[src/rtl/sd_debounce.sv]
// Synchroniser plus hold-time filter for a bouncy asynchronous pin (card-detect, write-protect).
// Define SD_DEBOUNCE_STATUS_EN to add the sticky "changed" flag with its clr input.
module sd_debounce #(
    parameter int   SYNC_STAGES = 2,
    parameter int   CNT_W       = 16,
    parameter logic INIT_VAL    = 1'b0
) (
    input  logic             clk,
    input  logic             rst,
    input  logic             raw,
    input  logic [CNT_W-1:0] hold_time,
`ifdef SD_DEBOUNCE_STATUS_EN
    input  logic             clr,
    output logic             changed,
`endif
    output logic             sig,
    output logic             busy
);

    typedef enum logic {
        ST_STABLE = 1'b0,
        ST_WAIT   = 1'b1
    } state_t;

    logic [SYNC_STAGES-1:0] sync_q;
    logic                   s;

    state_t                 state_q, state_d;
    logic [CNT_W-1:0]       cnt_q, cnt_d;
    logic [CNT_W-1:0]       hold_q, hold_d;
    logic                   sig_q, sig_d;

    // raw lands straight on the first flop so the chain can resolve metastability.
    always_ff @(posedge clk or negedge rst) begin
        if (!rst) begin
            sync_q <= {SYNC_STAGES{INIT_VAL}};
        end else begin
            sync_q <= {sync_q[SYNC_STAGES-2:0], raw};
        end
    end

    assign s = sync_q[SYNC_STAGES-1];

    // NOTE: state registers use non-blocking assignments so every flop samples pre-edge values.
    always_ff @(posedge clk or negedge rst) begin
        if (!rst) begin
            state_q <= ST_STABLE;
            cnt_q   <= '0;
            hold_q  <= '0;
            sig_q   <= INIT_VAL;
        end else begin
            state_q <= state_d;
            cnt_q   <= cnt_d;
            hold_q  <= hold_d;
            sig_q   <= sig_d;
        end
    end

    // NOTE: every output of this block gets a default first, so no latch can be inferred.
    always_comb begin
        state_d = state_q;
        cnt_d   = cnt_q;
        hold_d  = hold_q;
        sig_d   = sig_q;
        unique case (state_q)
            ST_STABLE: begin
                if (s != sig_q) begin
                    state_d = ST_WAIT;
                    cnt_d   = '0;
                    hold_d  = hold_time;
                end
            end
            ST_WAIT: begin
                if (s == sig_q) begin
                    state_d = ST_STABLE;
                    cnt_d   = '0;
                end else if (cnt_q == hold_q) begin
                    // cnt stops at hold_q, so an all-ones hold time never wraps.
                    state_d = ST_STABLE;
                    cnt_d   = '0;
                    sig_d   = s;
                end else begin
                    cnt_d   = cnt_q + 1'b1;
                end
            end
            default: begin
                state_d = ST_STABLE;
            end
        endcase
    end

    assign sig  = sig_q;
    assign busy = (state_q == ST_WAIT);

`ifdef SD_DEBOUNCE_STATUS_EN
    logic sig_dly_q;
    logic changed_q;

    // Flag rises the cycle after sig moves; a coincident clr loses to the set.
    always_ff @(posedge clk or negedge rst) begin
        if (!rst) begin
            sig_dly_q <= INIT_VAL;
            changed_q <= 1'b0;
        end else begin
            sig_dly_q <= sig_q;
            if (sig_q != sig_dly_q) begin
                changed_q <= 1'b1;
            end else if (clr) begin
                changed_q <= 1'b0;
            end
        end
    end

    assign changed = changed_q;
`else
    // Status flag not built.
`endif

endmodule

[config.mk]
export PLATFORM = sky130hd
export DESIGN_NAME = sd_debounce
export DESIGN_NICKNAME = d
export VERILOG_FILES = /design/src/rtl/sd_debounce.sv
export SDC_FILE = /design/constraint.sdc
export NUM_CORES = 1
export LEC_CHECK = 0
export CORE_MARGIN = 3
export CORE_UTILIZATION = 25
export CTS_BUF_LIST = sky130_fd_sc_hd__clkbuf_4 sky130_fd_sc_hd__clkbuf_8
export DETAILED_ROUTE_END_ITERATION = 10
export SYNTH_ARGS = -nofsm -noshare
export SYNTH_HDL_FRONTEND = slang
export SYNTH_SLANG_ARGS = --single-unit
[constraint.sdc]
create_clock -name clk -period 3.81 [get_ports clk]
set_input_delay 0.762 -clock clk [delete_from_list [all_inputs] [get_ports clk]]
set_output_delay 0.762 -clock clk [all_outputs]
set_load 0.02 [all_outputs]
==> results.yml <==
clock_tree:
  post-cts-setup-buffers: 0
  cts_resized: 0
  cts_num_sinks: 36
  cts_buffer_depth: 2
  cts_tree: "yes"
  insertion_delay_ns: 0.29
  root_buffer: "clkbuf_8"
  path_clk_slew_ns: 0.07
  hold_buffers: 0
  htreeDepth: 2
  numCtsBuffers: 5
global_routing:
  grt_usage_pct: 9.73
  met2_usage_pct: 15.1
  grt_max_degree: 37
  grt_pass1_wl_microns: 6360
  antenna_found_initial: 0
  grtUsageMet3_pct: 2.75
  overflow: 0
  grt_pass1_vias: 1281
  met1_usage_pct: 12.9
  gr-max-usage-layer: "met2"
hold_path:
  hold_start: "sync_q[0]"
  hold_path.class: "reg2reg"
  worst_hold_path.endpoint: "sync_q[1]"
  holdPathStages: 0
sta:
  holdWs_ns: 0.356
  setup_viol: 0
  layout_setup_ws_ns: 1.37
  min_period_ns: 2.44
  hold_viol_final: 0
  worstMarginPinSlew_ns: 1.11
  tns_ns: 0
  fin_crit_sh_pct: 64.1
  max_clock_freq_mhz: 409
  relSlewSlack_pct: 25.6
  clock_skew_ns: 0.00507
  rsz0062_at_grt: "no"
  drv_slew: 0
cells_and_area:
  num-nets-final: 208
  final_cells: 284
  diodes: 0
  drive_gt1_share_pct: 17.0
  area_growth_syn_to_layout_pct: 20.7
pwr:
  netSwitchingFraction_pct: 23.8
  p_sw_w: 0.000197
  pwr-share-comb_pct: 11.6
  power_frac_clock_pct: 35.7
  power_density_nw_per_um2: 379
  leakagePower_nw: 0.875
  ir_worst_vdd_mv: 0.260
  p_int_w: 0.000629
  seq_power_share_pct: 52.7
floorplan:
  start_util_pct: 26.1
  fp.dieW_microns: 90.9
  std_cell_rows: 30
  die_y_microns: 90.9
  io_pins: 21
  coreArea_sq_um: 6910
  dieArea_sq_um: 8270
critical_path:
  crit_chain: "xor2_1, nor4_1, nand4_1, nand2_1, o21ai_0"
  r2r-start: "cnt_q[8]"
  critical_path.startpoint: "cnt_q[8]"
  cp-end-kind: "flop"
  worst_ep_arrival_time_ns: 2.59
  critPathRequiredTime_ns: 3.96
  r2r_slack_ns: 1.37
  r2r_end: "cnt_q[9]"
  cp-start-kind: "flop"
  crit_family: "simple AND/OR/NAND/NOR gates"
  reg2regPathDepth: 5
  critPathBufInv: 0
  max_stage_delay_ns: 0.53
  path_class: "reg2reg"
  crit_path_max_fanout: 13
  cp_slowest_cell: "nand4_1"
detailed_routing:
  drc: 0
  routed_wl_microns: 3710
  vias: 1271
  postRouteAntennaNets: 0
  vias_per_cell: 4.48
  wl_per_cell_microns: 13.1
  drtIter0Drc: 60
  firstDrtPassIters: 4
synth:
  yosysTopAreaCell: "dfrtp_1"
  yosysTopAreaCellShare_pct: 50.0
  synthArstFlopShare_pct: 100
  synth_cell_type_count: 31
  synthFlopType: "dfrtp_1"
  ys_warn_count: 0
  yosys_register_bits: 36
  syn_inst: 167
  synth_nets: 187
  seq_area_frac_synth_pct: 50.0
  synth_edf_count: 0
  netlist_area_sq_um: 1800
  synth.most_common_cell: "dfrtp_1"
  synth_common_cells: "36 x dfrtp_1, 23 x nand2_1, 22 x xor2_1, 17 x mux2_2, 12 x o21ai_0"
  avgSynthCellArea_sq_um: 10.8
  synth.top_cells.by_area: "dfrtp_1 50%, xor2_1 11%, mux2_2 11%"
place:
  portBuffers: 20
  pre_cts_ws_ns: 1.36
  dp_hpwl_microns: 2640
  dp.cells: 277
  globalplace.congestion: 0.794
run:
  maxCapViolCount: 0
run_status:
  status: "finished clean"
[sequential cells by signal (all words and copies together) (netlist names)]
register and flops:
cnt_q 16, sync_q 2, sig 1, busy 1
hold_q 16
[per-layer routing]
metal,vias to the layer above,part of all wire [%]
li1,620,-
met4,0,1.6
met1,623,47
met2,21,48
met5,-,0
met3,7,3.5
[cell families after synthesis]
group                    Yosys count  share of synthesized area, %
AO/OA/AOI/OAI                     20                          7.15
XOR/XNOR                          25                          12.1
adder cells (fa/ha/maj)            1                         0.694
buffers and inverters             12                          3.54
flip-flops                        36                          50.0
multiplexers                      18                          11.2
AND/OR/NAND/NOR                   55                          15.3
[placed cells by master, fill, tap and decap left out, types with 3 or more instances in the layout]
cell type	n
dfrtp_1	36
nand2_1	23
xor2_1	22
clkdlybuf4s50_1	19
mux2_2	17
o21ai_0	12
nor2_1	7
clkbuf_8	7
inv_1	5
nand4_1	5
nand3_1	5
nor4_1	4
nor3_1	4
xnor2_1	3
a31oi_1	3
[through the flow]
stage | total power [W] | cell area [sq um] | utilization, %
after global placement | 0.000540 | 2080 | 30.1
final | 0.000826 | 2180 | 31.5
after CTS | 0.000837 | 2180 | 31.5
after detailed placement | 0.000542 | 2080 | 30.1
after floorplan | 0.000497 | 1800 | -
after global routing | 0.000876 | 2180 | 31.5
[power by group through the flow]
stage	registers, W	clock network [W]	logic, W
after floorplan	0.000438	0	0.0000594
after global placement	0.000443	0	0.0000969
after detailed placement	0.000444	0	0.0000977
after CTS	0.000437	0.000302	0.0000983
after global routing	0.000440	0.000328	0.000108
final	0.000436	0.000295	0.0000959
[worst max-delay path by stage]
stage / to / slack, ns / cells past startpoint
floorplan: cnt_q[14] / 1.96 / 6
global placement: cnt_q[6] / 1.41 / 5
detailed placement: cnt_q[9] / 1.36 / 5
CTS: cnt_q[9] / 1.34 / 5
global route: cnt_q[9] / 1.14 / 5
finish: cnt_q[9] / 1.37 / 5
[final cells by class]
type                    instances  area (sq um)
repair buffers                 21           203
multi-input cells             119           838
clock buffers                   7          96.3
well taps                      96           120
flip-flops and latches         36           901
fillers                       754          4730
inverters                       5          18.8
No activity file was read; power rests on OpenSTA's default activity.
